### config.mk
export PLATFORM = sky130hd
export DESIGN_NAME = crc_16_serial_check
export DESIGN_NICKNAME = d
export VERILOG_FILES = /design/src/rtl/crc16_pkg.sv /design/src/rtl/crc16_lfsr_step.sv /design/src/rtl/crc_16_serial_check.sv
export SDC_FILE = /design/constraint.sdc
export NUM_CORES = 1
export LEC_CHECK = 0
export ABC_CLOCK_PERIOD_IN_PS = 2570
export CAP_MARGIN = 20
export CORE_ASPECT_RATIO = 0.75
export CORE_MARGIN = 5
export CORE_UTILIZATION = 51
export CTS_CLUSTER_DIAMETER = 50
export CTS_CLUSTER_SIZE = 40
export DETAILED_ROUTE_END_ITERATION = 7
export PLACE_DENSITY_LB_ADDON = 0.15
export SLEW_MARGIN = 20
export SYNTH_ARGS = -nofsm -noshare
export SYNTH_HDL_FRONTEND = slang
export SYNTH_HIERARCHICAL = 1
export SYNTH_SLANG_ARGS = --single-unit
### constraint.sdc
create_clock -name clk -period 2.57 [get_ports clk]
set_input_delay 0.514 -clock clk [delete_from_list [all_inputs] [get_ports clk]]
set_output_delay 0.514 -clock clk [all_outputs]
set_load 0.1 [all_outputs]
### src/rtl/crc16_pkg.sv
// ----------------------------------------------------------------------------
// crc16_pkg
// Shared definitions for the CRC-16 serial checker and its matching encoder.
//   CRC16_POLY      : generator x^16+x^15+x^2+1 (implicit x^16 term omitted)
//   CRC16_INIT      : register preset applied at the start of every frame
//   CRC16_MIN_BITS  : shortest legal frame (1 data bit + 16 CRC bits)
//   ST_*            : checker FSM state encoding
// ----------------------------------------------------------------------------
package crc16_pkg;

    localparam logic [15:0] CRC16_POLY     = 16'h8005;
    localparam logic [15:0] CRC16_INIT     = 16'h0000;
    localparam int          CRC16_MIN_BITS = 17;

    localparam logic [1:0] ST_IDLE  = 2'd0;
    localparam logic [1:0] ST_RECV  = 2'd1;
    localparam logic [1:0] ST_CHECK = 2'd2;

endpackage

### src/rtl/crc16_lfsr_step.sv
// ----------------------------------------------------------------------------
// crc16_lfsr_step
// Combinational single-bit CRC-16 register update (MSB-first, no reflection).
// The encoder uses the same block, so both sides always agree on bit order.
//   crc_cur  [15:0] in  : current register value
//   bit_in          in  : incoming serial bit
//   crc_next [15:0] out : register value after absorbing bit_in
// ----------------------------------------------------------------------------
module crc16_lfsr_step
    import crc16_pkg::*;
#(
    parameter logic [15:0] POLY = CRC16_POLY
) (
    input  logic [15:0] crc_cur,
    input  logic        bit_in,
    output logic [15:0] crc_next
);

    logic fb;

    // Feedback is the bit that would be shifted out XOR the new bit;
    // when set, the polynomial is subtracted (XORed) from the shifted value.
    assign fb       = crc_cur[15] ^ bit_in;
    assign crc_next = {crc_cur[14:0], 1'b0} ^ (fb ? POLY : 16'h0000);

endmodule

### src/rtl/crc_16_serial_check.sv
// ----------------------------------------------------------------------------
// crc_16_serial_check
// Serial CRC-16 frame checker. A frame is data bits MSB-first followed by the
// 16 transmitted CRC bits MSB-first; a good frame leaves a zero remainder.
//   clk            in  : clock, rising edge
//   rst            in  : asynchronous active-low reset
//   load           in  : start of frame (presets register, opens frame)
//   bit_en         in  : crc_in carries a valid bit this cycle
//   crc_in         in  : serial received bit
//   d_finish       in  : last bit of frame (may coincide with last bit_en)
//   busy           out : high in RECV and CHECK
//   done           out : one-cycle pulse when the verdict is valid
//   crc_ok         out : frame passed, held until next load/reset
//   crc_err        out : frame failed, held until next load/reset
//   syndrome [15:0] out: live remainder register
//   bit_cnt  [15:0] out: bits accepted in the current frame (saturating)
// ----------------------------------------------------------------------------
module crc_16_serial_check
    import crc16_pkg::*;
#(
    parameter logic [15:0] POLY     = CRC16_POLY,
    parameter logic [15:0] INIT     = CRC16_INIT,
    parameter int          MIN_BITS = CRC16_MIN_BITS
) (
    input  logic        clk,
    input  logic        rst,
    input  logic        load,
    input  logic        bit_en,
    input  logic        crc_in,
    input  logic        d_finish,
    output logic        busy,
    output logic        done,
    output logic        crc_ok,
    output logic        crc_err,
    output logic [15:0] syndrome,
    output logic [15:0] bit_cnt
);

    localparam logic [15:0] MIN_BITS_W = 16'(MIN_BITS);

    logic [1:0]  state_reg,    state_next;
    logic [15:0] syndrome_reg, syndrome_next;
    logic [15:0] bit_cnt_reg,  bit_cnt_next;
    logic        done_reg,     done_next;
    logic        crc_ok_reg,   crc_ok_next;
    logic        crc_err_reg,  crc_err_next;
    logic [15:0] step_crc;
    logic        frame_good;

    crc16_lfsr_step #(
        .POLY (POLY)
    ) u_step (
        .crc_cur  (syndrome_reg),
        .bit_in   (crc_in),
        .crc_next (step_crc)
    );

    assign frame_good = (syndrome_reg == 16'h0000) && (bit_cnt_reg >= MIN_BITS_W);

    always_comb begin
        state_next    = state_reg;
        syndrome_next = syndrome_reg;
        bit_cnt_next  = bit_cnt_reg;
        done_next     = 1'b0;
        crc_ok_next   = crc_ok_reg;
        crc_err_next  = crc_err_reg;

        // load wins over everything, including a pending verdict in CHECK
        // and a same-cycle d_finish.
        if (load) begin
            state_next    = ST_RECV;
            syndrome_next = INIT;
            bit_cnt_next  = 16'h0000;
            crc_ok_next   = 1'b0;
            crc_err_next  = 1'b0;
        end else begin
            case (state_reg)
                ST_RECV: begin
                    // A bit arriving with d_finish is absorbed before the verdict.
                    if (bit_en) begin
                        syndrome_next = step_crc;
                        if (bit_cnt_reg != 16'hFFFF) begin
                            bit_cnt_next = bit_cnt_reg + 16'h0001;
                        end
                    end
                    if (d_finish) begin
                        state_next = ST_CHECK;
                    end
                end
                ST_CHECK: begin
                    crc_ok_next  = frame_good;
                    crc_err_next = !frame_good;
                    done_next    = 1'b1;
                    state_next   = ST_IDLE;
                end
                ST_IDLE: begin
                    state_next = ST_IDLE;
                end
                default: begin
                    state_next = ST_IDLE;
                end
            endcase
        end
    end

    always_ff @(posedge clk or negedge rst) begin
        if (!rst) begin
            state_reg    <= ST_IDLE;
            syndrome_reg <= INIT;
            bit_cnt_reg  <= 16'h0000;
            done_reg     <= 1'b0;
            crc_ok_reg   <= 1'b0;
            crc_err_reg  <= 1'b0;
        end else begin
            state_reg    <= state_next;
            syndrome_reg <= syndrome_next;
            bit_cnt_reg  <= bit_cnt_next;
            done_reg     <= done_next;
            crc_ok_reg   <= crc_ok_next;
            crc_err_reg  <= crc_err_next;
        end
    end

    assign busy     = (state_reg == ST_RECV) || (state_reg == ST_CHECK);
    assign done     = done_reg;
    assign crc_ok   = crc_ok_reg;
    assign crc_err  = crc_err_reg;
    assign syndrome = syndrome_reg;
    assign bit_cnt  = bit_cnt_reg;

endmodule

Word-level counts from Yosys, hierarchy flattened
Cells that the tools add are included.
{"block": "totals", "input_bits": 6, "output_inout_bits": 36, "regBits": 37}
{"block": "classes", "addsub": 1, "muxes": 17, "n_lt_le_gt_ge": 1, "reduce_logical": 10, "n_eq_ne": 4, "bitwise": 2}
{"op": "$mux 16", "count": 8}
{"op": "$add 16x1->16 const B", "count": 1}
{"op": "$ge 16x5->1 const B", "count": 1}
{"op": "$logic_not 16->1", "count": 1}
{"op": "$ne 16x16->1 const B", "count": 1}
{"op": "$xor 16x16->16", "count": 1}
{"op": "$reduce_bool 2->1", "count": 4}
{"op": "$mux 1", "count": 6}
{"op": "$mux 2", "count": 3}
{"op": "$ne 3x3->1 const B", "count": 1}
{"op": "$reduce_and 3->1", "count": 1}
{"op": "$eq 2x1->1 const B", "count": 1}
{"op": "$eq 2x2->1 const B", "count": 1}
{"op": "$reduce_and 2->1", "count": 1}
{"op": "$logic_and 1x1->1", "count": 1}
{"op": "$logic_not 1->1", "count": 1}
{"op": "$logic_or 1x1->1", "count": 1}
{"op": "$xor 1x1->1", "count": 1}

Longest topological paths before layout
Gate-level depths: netlist (run 1).
{"block": "depth", "ltp_word": 6, "depth_mapped": 7, "mapped_depth_nobuf": 6}

Hierarchy
The synthesis (run 1) kept the hierarchy.
{"mod": "crc_16_serial_check", "instances": 1, "cells_each": 178, "seq_area_each_um2": 925.9, "area_each_um2": 1879.3}
{"mod": "crc16_lfsr_step", "instances": 1, "cells_each": 17, "seq_area_each_um2": 0.0, "area_each_um2": 161.4}

Least setup slack after synthesis (run 1)
OpenSTA, ideal clock, no wires.
{"block": "synth_timing", "path_type": "reg2reg", "from": "reg bit_cnt_reg[0], in the netlist bit_cnt[0]", "to": "reg bit_cnt_reg[14], in the netlist bit_cnt[14]", "stages_incl_launch_ff": 7, "arrival_time_ps": 2605, "period_less_slack_ps": 2733, "required_ps": 2442, "n_path_buf": 1, "path_slack_ps": -163, "path_cell_list": "dfrtp_1 > ha_1 > nand2_1 > or4_1 > buf_2 > nor4_1 > mux2_1"}
{"block": "synth_between", "elab_chain_cells": 5}
{"item": "start, declared", "line_no": "crc_16_serial_check.sv:43", "source": "logic [15:0] bit_cnt_reg, bit_cnt_next;"}
{"item": "start signal, assigned", "line_no": "crc_16_serial_check.sv:117", "source": "bit_cnt_reg <= bit_cnt_next;"}
{"item": "$add 16x1->16", "line_no": "crc_16_serial_check.sv:83", "source": "bit_cnt_next = bit_cnt_reg + 16'h0001;"}
{"item": "$mux 16", "line_no": "crc_16_serial_check.sv:82", "source": "if (bit_cnt_reg != 16'hFFFF) begin"}
{"item": "$mux 16", "line_no": "crc_16_serial_check.sv:80", "source": "if (bit_en) begin"}
{"item": "$mux 16", "line_no": "crc_16_serial_check.sv:77", "source": "case (state_reg)"}
{"item": "$mux 16", "line_no": "crc_16_serial_check.sv:70", "source": "if (load) begin"}
Parallel ways exist; a longest one is shown, timed or not. The select of a mux whose other input is x is not followed.
A chain may end at the register's enable or synchronous reset.

Final worst setup path (run 1)
Same ends and word-level chain as after synthesis.

==> out/results.txt, run 1 <==
Worst setup EP type: flop
FF+latch count, synth: 37
max-cap viol count: 0
min Tclk post-route: 2350 ps
r2r worst-path depth: 5
Fmax: 0.425 GHz
die width: 83.0 um
Worst Tran Pin Value: 577 ps
Worst slew margin: 61.6%
Initial Utilization: 54.3%
DR iter-0 viols: 200
clk_lat worst skew: 280 ps
clk buf depth: 2
Synth Net Count: 206
clk_skew: 8.42 ps
top cells by area, synth: dfrtp_1 (45%), a22o_1 (6.9%), buf_4 (5.9%), ha_1 (3.1%), or4_1 (2.9%)
Cells after Synth: 195
cell taking the most area after synthesis: dfrtp_1
Hold Crit Class: flop to flop
setup_tns: 0 ps
PD cells: 507 nW/um2
Post-synth top cells: dfrtp_1 (37), a22o_1 (16), buf_4 (16)
Worst Path Max Fanout: 8
RSZ-0062 raised after global routing: no
HPWL Detailed: 3620 um
Buffers on Ports: 41
Worst VDD drop: 0.000573 V
CTS buffer count: 5
DRC Markers: 0
routability cong.: 0.893
Reg clk slew, reported paths: 80 ps
core area: 3760 um2
setup violators final: 0
row cnt: 19
first-pass GRT wire length: 8150 um
via count: 1672
Diodes inserted: 0
post-cts sizing count: 0
Antenna Nets Post-Route: 0
Layout area overhead: 19.1%
first-pass iteration count of the detailed router: 4
vias per std cell: 6.01
CTS tree: done
status: finished clean
grt ovf: 0
Synthesis Warnings: 6
required time worst endpoint: 2730 ps
register area share after synthesis: 45.4%
Clk Tree Root Cell: clkbuf_8
Synth top area share: 45.4%
LEAKAGE: 0.00115 uW
H-Tree Depth: 2
die height: 64.8 um
WHS Path Cells: 1
wire length per cell: 17.8 um
cell with the most instances after synthesis: dfrtp_1
CP Launch Type: flop
initial antenna violation count: 0
io pins: 42
Arrival @ worst endpoint: 2520 ps
proportion of layout cells with a drive suffix above 1: 27.0%
Tcrit/Tclk final: 91.5%
Main synth FF type: dfrtp_1
Post-synth EDFFs: 0
synth unique cells: 41
Post-CTS Setup Inserts: 0
Routed WL: 4960 um
Hold Worst Slack: 523 ps
gr usage total: 18.7%
largest net degree at the start of global routing: 38
Sink Count: 37
final hold vios: 0
Nets: 236
Hold Buf Count CTS: 0
vias in the first global route: 1645
CP Class: flop to flop
Die Footprint: 5380 um2
Synth Area per Inst: 10.5 um2
post-synthesis async set-or-reset flop share: 100%
Cell Area, Synth: 2040 um2
Pins Over Slew Limit: 0
## layout by cell type, fill, tap and decap left out, types with 7 or more instances in the layout
cell and count:
nand3_1 8, o211ai_1 7, nand2_1 7, inv_1 10, a21oi_1 9, buf_4 39
a22o_1 16, clkbuf_8 7, dfrtp_1 35, nor2_1 7, or4_1 8
## critical path, stage by stage, from the launching register on
cell and delay [ps]:
dfrtp_2 450, ha_1 300, nand2_1 110, or4_1 670, nor4_1 330, mux2_1 370
## power breakdown
group | total (uW) | internal (uW) | switching [uW]
Combinational | 182 | 51.8 | 130
Sequential | 606 | 592 | 14.4
Clock | 444 | 242 | 201
## area by class of cell
cell class / count / area [um2]
flip-flops and latches: 37 / 928
fillers: 318 / 1330
multi-input cells: 126 / 936
repair buffers: 45 / 363
clock buffers: 7 / 96.3
inverters: 10 / 37.5
clock inverters: 1 / 5.00
well taps: 52 / 65.1
## metrics by stage
stage	util, %	setup slack (ps)	power, uW	cell area [um2]	cells
detailed placement	62.0	57.8	799	2330	270
global placement	62.0	159	795	2330	270
floorplan	-	101	747	2040	195
finish	64.7	218	1230	2430	278
CTS	64.7	237	1240	2430	278
global route	64.7	133	1280	2430	278
## path summary, 6_finish.rpt
| path | from | to | slack [ps] |
|---|---|---|---|
| max | bit_cnt[0] | bit_cnt[14] | 220 |
| min | crc_err | crc_err | 520 |
| max reg2reg | bit_cnt[0] | bit_cnt[14] | 220 |
| min reg2reg | crc_err | crc_err | 520 |
| max in group asynchronous | rst | bit_cnt[1] | 1590 |
| min in group asynchronous | rst | state_reg[0] | 640 |
## kinds of logic after synthesis
logic type      synth area share, %
fa+ha+maj                      3.07
flops                          45.4
buf+inv                        8.95
compound gates                 16.3
mux                            3.68
xor+xnor                       2.76
simple gates                   19.9
## layer usage
| layer | track usage, % | share of wire, % | vias to the layer above |
|---|---|---|---|
| li1 | - | - | 781 |
| met1 | 26.1 | 48 | 817 |
| met2 | 28.9 | 45 | 68 |
| met3 | 5.06 | 5.9 | 6 |
| met4 | 5.31 | 0.95 | 0 |
| met5 | 0 | 0 | - |
(Power assumes the default switching activity.)
==> run 2: changes to the inputs <==
--- a/config.mk
+++ b/config.mk
@@ -7,9 +7,11 @@
 export LEC_CHECK = 0
 export ABC_CLOCK_PERIOD_IN_PS = 2570
 export CAP_MARGIN = 20
+export CELL_PAD_IN_SITES_DETAIL_PLACEMENT = 1
+export CELL_PAD_IN_SITES_GLOBAL_PLACEMENT = 1
 export CORE_ASPECT_RATIO = 0.75
 export CORE_MARGIN = 5
-export CORE_UTILIZATION = 51
+export CORE_UTILIZATION = 39
 export CTS_CLUSTER_DIAMETER = 50
 export CTS_CLUSTER_SIZE = 40
 export DETAILED_ROUTE_END_ITERATION = 7
@@ -19,3 +21,4 @@
 export SYNTH_HDL_FRONTEND = slang
 export SYNTH_HIERARCHICAL = 1
 export SYNTH_SLANG_ARGS = --single-unit
+export TNS_END_PERCENT = 20
==> run 2 against run 1 <==
Compared with the run above:
- routed wire length grew 16%
- hold slack gained 15 ps
- total power rose by 8.9%
- first-iteration DRC count is 53% lower
- flip-flop and latch count stayed put
- final area increased by 2.2%
- critical endpoint unchanged
- largest cell class unchanged
- highest routed layer unchanged
==> out/results.txt, run 2 (same netlist as run 1, synthesis figures left out) <==
Clk pwr share: 41.0%
Pins Over Slew Limit: 0
most common cell after layout, fill and taps aside: buf_4
Switching Fraction: 28.5%
Clk Tree Root Cell: clkbuf_8
commonest non-fill, non-tap cells in the layout: buf_4 (43), dfrtp_1 (35), a22o_1 (16), inv_1 (10), a21oi_1 (9)
Worst Tran Pin Value: 628 ps
WHS Path Cells: 1
H-Tree Depth: 2
DR iter-0 viols: 95
Initial Utilization: 41.0%
crit-path max cell delay: 690 ps
Sink Count: 37
HPWL Detailed: 4080 um
clk_lat worst skew: 300 ps
reg2reg setup slack: 290 ps
CTS buffer count: 5
clk_skew: 6.62 ps
vias in the first global route: 1807
post-cts sizing count: 0
proportion of layout cells with a drive suffix above 1: 27.9%
final hold vios: 0
routability cong.: 0.829
grt ovf: 0
Post-CTS Setup Inserts: 0
worst flop-to-flop path endpoint: bit_cnt[14]
wire length per cell: 19.0 um
first-pass iteration count of the detailed router: 4
max-cap viol count: 0
design area: 2480 um2
Buffers on Ports: 41
top cell family by delay on the critical path: simple AND/OR/NAND/NOR gates
Worst setup EP type: flop
die width: 93.5 um
io pins: 42
Die Footprint: 6790 um2
setup_tns: 0 ps
PD cells: 540 nW/um2
via count: 1713
Hold Worst Slack: 538 ps
DP Area: 2360 um2
core area: 4980 um2
CTS tree: done
Antenna Nets Post-Route: 0
Diodes inserted: 0
Buf/Inv on CP: 0
die height: 72.6 um
Hold Crit Class: flop to flop
cell internal pwr: 959 uW
vias per std cell: 5.69
Seq pwr share: 45.2%
CP Class: flop to flop
combinational share of power: 13.8%
CP Cell Sequence: ha_1 > nand2_1 > or4_1 > nor4_1 > mux2_1
pre-CTS setup slack: 193 ps
Layout area overhead: 21.8%
Routed WL: 5730 um
hold path startpoint: crc_err
Reg clk slew, reported paths: 80 ps
r2r worst-path depth: 5
row cnt: 22
status: finished clean
first-pass GRT wire length: 9630 um
Worst Hold End: crc_err
Arrival @ worst endpoint: 2460 ps
LEAKAGE: 0.00117 uW
RSZ-0062 raised after global routing: no
Worst Path Max Fanout: 8
Tcrit/Tclk final: 88.6%
Worst VDD drop: 0.000243 V
RR Startpoint: bit_cnt[0]
slowest CP cell: or4_1
Nets: 239
setup ws final: 293 ps
Worst slew margin: 58.1%
clk buf depth: 2
CP Launch Type: flop
DRC Markers: 0
Psw: 382 uW
required time worst endpoint: 2750 ps
Fmax: 0.439 GHz
gr usage total: 18.4%
Hold Buf Count CTS: 0
initial antenna violation count: 0
fill count: 561
min Tclk post-route: 2280 ps
setup violators final: 0
largest net degree at the start of global routing: 38
## run 2: cell count changes in the layout (fill, tap and decap cells not counted), sizes merged
cell      delta
clkbuf       -1
clkinv       -1
buf          +3
clkinvlp     +1
bufinv       +1
## run 2: how the worst max path moves through the flow
| stage | depth (start not counted) | slack (ps) | start | to |
|---|---|---|---|---|
| floorplan | 5 | 100 | bit_cnt[6] | bit_cnt[14] |
| global placement | 5 | 220 | bit_en | bit_cnt[5] |
| detailed placement | 5 | 190 | load | bit_cnt[6] |
| CTS | 5 | 300 | bit_cnt[0] | bit_cnt[14] |
| global route | 5 | 180 | bit_cnt[0] | bit_cnt[14] |
| finish | 5 | 290 | bit_cnt[0] | bit_cnt[14] |
## run 2: worst register-to-register path, stage by stage (launching register included)
cell	delay, ps
dfrtp_2	460
ha_1	280
nand2_1	90
or4_1	690
nor4_1	290
mux2_1	350
## run 2: metrics by stage
step | power (uW) | cells | util (%)
floorplan | 747 | 195 | -
global placement | 797 | 293 | 47.5
detailed placement | 804 | 293 | 47.5
CTS | 1350 | 301 | 49.9
global route | 1390 | 301 | 49.9
finish | 1340 | 301 | 49.9
## run 2: routing by layer
layer / global-route usage (%) / vias up / routed length [um]
li1: - / 783 / -
met1: 26.9 / 869 / 2720
met2: 26.0 / 54 / 2500
met3: 5.57 / 7 / 426
met4: 5.69 / 0 / 85
met5: 0 / - / 0
## run 2: area by class of cell
| type | count | area (um2) | area share (%) |
|---|---|---|---|
| tap | 72 | 90.1 | 3.63 |
| clock inverter | 2 | 37.5 | 1.51 |
| clock buffer | 6 | 82.6 | 3.32 |
| timing repair buffer | 48 | 373 | 15.0 |
| multi-input combinational | 126 | 936 | 37.7 |
| inverter | 10 | 37.5 | 1.51 |
| sequential | 37 | 928 | 37.4 |
## run 2: power by group through the flow
stage,registers (uW),logic (uW),clock network (uW)
floorplan,668,79.5,0
global placement,616,181,0
detailed placement,617,187,0
CTS,606,188,557
global route,608,198,580
finish,606,186,550
